## src/rtl/ram_rd_delay_line.sv

```systemverilog
// rtl/ram_rd_delay_line.sv - DEPTH-deep {valid, addr} shift register with synchronous flush
module ram_rd_delay_line #(
    parameter int DEPTH  = 2,
    parameter int ADDR_W = 12
) (
    input  logic              clk,
    input  logic              rst_n,
    input  logic              flush_i,
    input  logic              valid_i,
    input  logic [ADDR_W-1:0] addr_i,
    output logic              valid_o,
    output logic [ADDR_W-1:0] addr_o
);

    logic [DEPTH-1:0]  valid_q;
    logic [ADDR_W-1:0] addr_q [DEPTH];

    // Shift valid/addr one stage per cycle; flush drops every in-flight valid
    always_ff @(posedge clk or negedge rst_n) begin
        if (!rst_n) begin
            valid_q <= '0;
            for (int i = 0; i < DEPTH; i++) addr_q[i] <= '0;
        end else begin
            if (flush_i) begin
                valid_q <= '0;
            end else begin
                valid_q[0] <= valid_i;
                for (int i = 1; i < DEPTH; i++) valid_q[i] <= valid_q[i-1];
            end
            addr_q[0] <= addr_i;
            for (int i = 1; i < DEPTH; i++) addr_q[i] <= addr_q[i-1];
        end
    end

    assign valid_o = valid_q[DEPTH-1];
    assign addr_o  = addr_q[DEPTH-1];

endmodule

```

## config.mk

```make
export PLATFORM = sky130hd
export DESIGN_NAME = ram_rd_delay_line
export DESIGN_NICKNAME = d
export VERILOG_FILES = /design/src/rtl/ram_rd_delay_line.sv
export SDC_FILE = /design/constraint.sdc
export NUM_CORES = 1
export LEC_CHECK = 0
export BUFFER_PORTS_ARGS = -buffer_cell sky130_fd_sc_hd__buf_2
export CAP_MARGIN = 30
export CORE_ASPECT_RATIO = 1.4
export CORE_UTILIZATION = 41
export CTS_CLUSTER_DIAMETER = 60
export DETAILED_ROUTE_END_ITERATION = 8
export GPL_ROUTABILITY_DRIVEN = 0
export PLACE_DENSITY = 0.78
export SLEW_MARGIN = 20
export SYNTH_ARGS = -nofsm -noshare
export SYNTH_HDL_FRONTEND = slang
export SYNTH_SLANG_ARGS = --single-unit
```

## constraint.sdc

```tcl
create_clock -name clk -period 0.8 [get_ports clk]
set_input_delay 0 -clock clk [delete_from_list [all_inputs] [get_ports clk]]
set_output_delay 0 -clock clk [all_outputs]
set_load 0.02 [all_outputs]
```

==> reports/results.tsv <==
stage	metric	value	unit
finish	Antenna Cells	0	
power_and_ir_drop	pwr dens	2054	nW/um^2
sta	crit share post-route	1.054	
setup_path	Worst Path Buf+Inv	1	
job	# Max-Cap Violations	0	
clocking	CTS Buf Count	3	
clocking	Max clock buf depth	2	
global_routing	number of global-route vias before repair	386	
detailed_routing	final WL	1098	um
min_path	worst min path class	input port to async pin	
detailed_routing	drt pass-1 iters	2	
setup_path	Crit path required time	800	ps
sta	worst-margin pin slew	523.0	ps
setup_path	WP data arrival	840	ps
detailed_routing	via count	362	
sta	pins over their slew limit	0	
synthesis	Mapped Cells	40	
die	height of the die	52.72	um
synthesis	Avg Cell Area, Syn	18.83	sq um
finish	leading cell type in the layout, fill and taps excluded	dfrtp_1	
finish	nets	92	
sta	Setup Skew	6.184	ps
setup_path	critical path's slowest cell	dfrtp_1	
detailed_routing	WL/cell	11.56	um
sta	setup repair after global routing missed its margin	yes	
sta	crit path time final	843.2	ps
clocking	H-tree depth	1	
status	status	complete, but fails checks	
finish	share of post-route cells with drive strength above 1	0.4267	
clocking	root buf cell	clkbuf_4	
synthesis	Yosys cell types	3	
clocking	Clk pin slew, worst setup/hold paths	120	ps
detailed_routing	DR iter-0 viols	1	
sta	final hold slack	180.4	ps
power_and_ir_drop	Max IR drop VDD	0.001644	V
synthesis	register area share after synthesis	0.8638	
setup_path	cells along the critical path	buf_6	
die	Rows	18	
setup_path	critical path class	flip-flop to output pin	
finish	Area growth syn-to-layout	45.51	%
sta	Slew headroom	0.6513	
global_routing	aggregate global-route resource usage	0.1377	
sta	final setup violation count	13	
global_routing	first-pass GRT wire length	1614	um
detailed_routing	routed vias/inst	3.811	
sta	final hold viol count	0	
synthesis	Post-Syn Nets	56	
die	Placeable Area	1734	sq um
placed_design	Port-buffer cells	28	
synthesis	Ys Warns	0	
clocking	worst-skew pair later-pin latency	310	ps
setup_path	CP max FO	1	
die	die width	38.23	um
clocking	postcts setup bufs	0	
sta	post-route setup slack	-43.21	ps
status	violated checks	negative setup slack	
setup_path	CP Capture Type	output pin	
setup_path	CP max stage delay	400	ps
setup_path	crit-path leading delay family	flip-flops	
clocking	clock tree sinks	26	
synthesis	Synth Cell Area	753.2	sq um
finish	commonest cells after routing, fill and taps aside	dfrtp_1 (26), dlygate4sd3_1 (15), buf_2 (15)	
die	Ports	29	
setup_path	r2r setup slk	200	ps
die	die area	2015	sq um
power_and_ir_drop	Pleak	0.5318	nW
clocking	CTS tree	yes	
sta	Achievable Freq	1.186	GHz
detailed_routing	Routed Antenna Nets	0	
synthesis	register bit count reported by yosys	26	
global_routing	pin count of the biggest net entering global routing	27	
global_routing	number of antenna violations at the first check in global routing	0	
setup_path	startpoint types	flip-flop	
die	Initial Util	0.4343	
power_and_ir_drop	Final Power	2.251	mW
detailed_routing	# DRC	0	
global_routing	total congestion overflow	0	
[worst paths after layout]
check | start | end | depth (start not counted)
setup reg to reg | valid_q[0]$_DFF_PN0_ | valid_q[1]$_DFF_PN0_ | 1
hold reg to reg | addr_q[17]$_DFF_PN0_ | addr_o[5]$_DFF_PN0_ | 0
min in group clk | addr_i[8] | addr_q[20]$_DFF_PN0_ | 2
hold / removal | rst_n | addr_q[20]$_DFF_PN0_ | 2
max in group asynchronous | rst_n | addr_o[8]$_DFF_PN0_ | 2
setup / recovery | addr_o[2]$_DFF_PN0_ | addr_o[2] | 1
[flip-flops by register name (all words and copies together) (netlist names)]
name	cells
addr_q	12
addr_o	12
valid_q	2
[final cells by class]
type	count	area (sq um)
flip-flops and latches	26	650.6
fillers	114	638.1
repair buffers	43	371.6
clock buffers	4	36.28
well taps	20	25.02
multi-input cells	2	12.51
[kinds of logic (layout without fill, tap and decap cells)]
kind of cell | Yosys count | count (layout) | share of synthesized area
AND/OR/NAND/NOR | 2 | 2 | 0.01661
buffers and inverters | 12 | 47 | 0.1196
flip-flops | 26 | 26 | 0.8638
[synth_stat cells]
cell type  instances  area share
buf_4             12        0.12
dfrtp_1           26        0.86
nor2b_1            2       0.017
[stage by stage]
stage	cell area, sq um	setup TNS, ps	util	setup WS [ps]	cells
after floorplan	753.2	0	-	241.5	40
after global placement	828.3	0	0.4776	237.4	76
after detailed placement	828.3	0	0.4776	225.7	76
after CTS	1096	-464.1	0.6320	-56.18	95
after global routing	1096	-913.7	0.6320	-84.73	95
final	1096	-379.0	0.6320	-43.21	95
[report_power, final]
group | leakage (nW) | internal, mW | switching, mW
logic | 0.205 | 0.136 | 0.0994
registers | 0.306 | 1.38 | 0.0221
clock network | 0.0210 | 0.278 | 0.336
total | 0.532 | 1.79 | 0.458
[what timing repair did]
action                                  in CTS  in global routing
hold buffers                                15                  0
resized for setup                           26                  0
endpoints found under the hold margin       40                  0
endpoints found under the setup margin      13                 13
[routing by layer]
metal | global-route usage | vias up | wire length, um
met3 | 0.05532 | 4 | 92
li1 | - | 178 | -
met1 | 0.1441 | 160 | 376
met5 | 0 | - | 0
met2 | 0.1949 | 20 | 577
met4 | 0.1429 | 0 | 51
(Power assumes the default switching activity.)
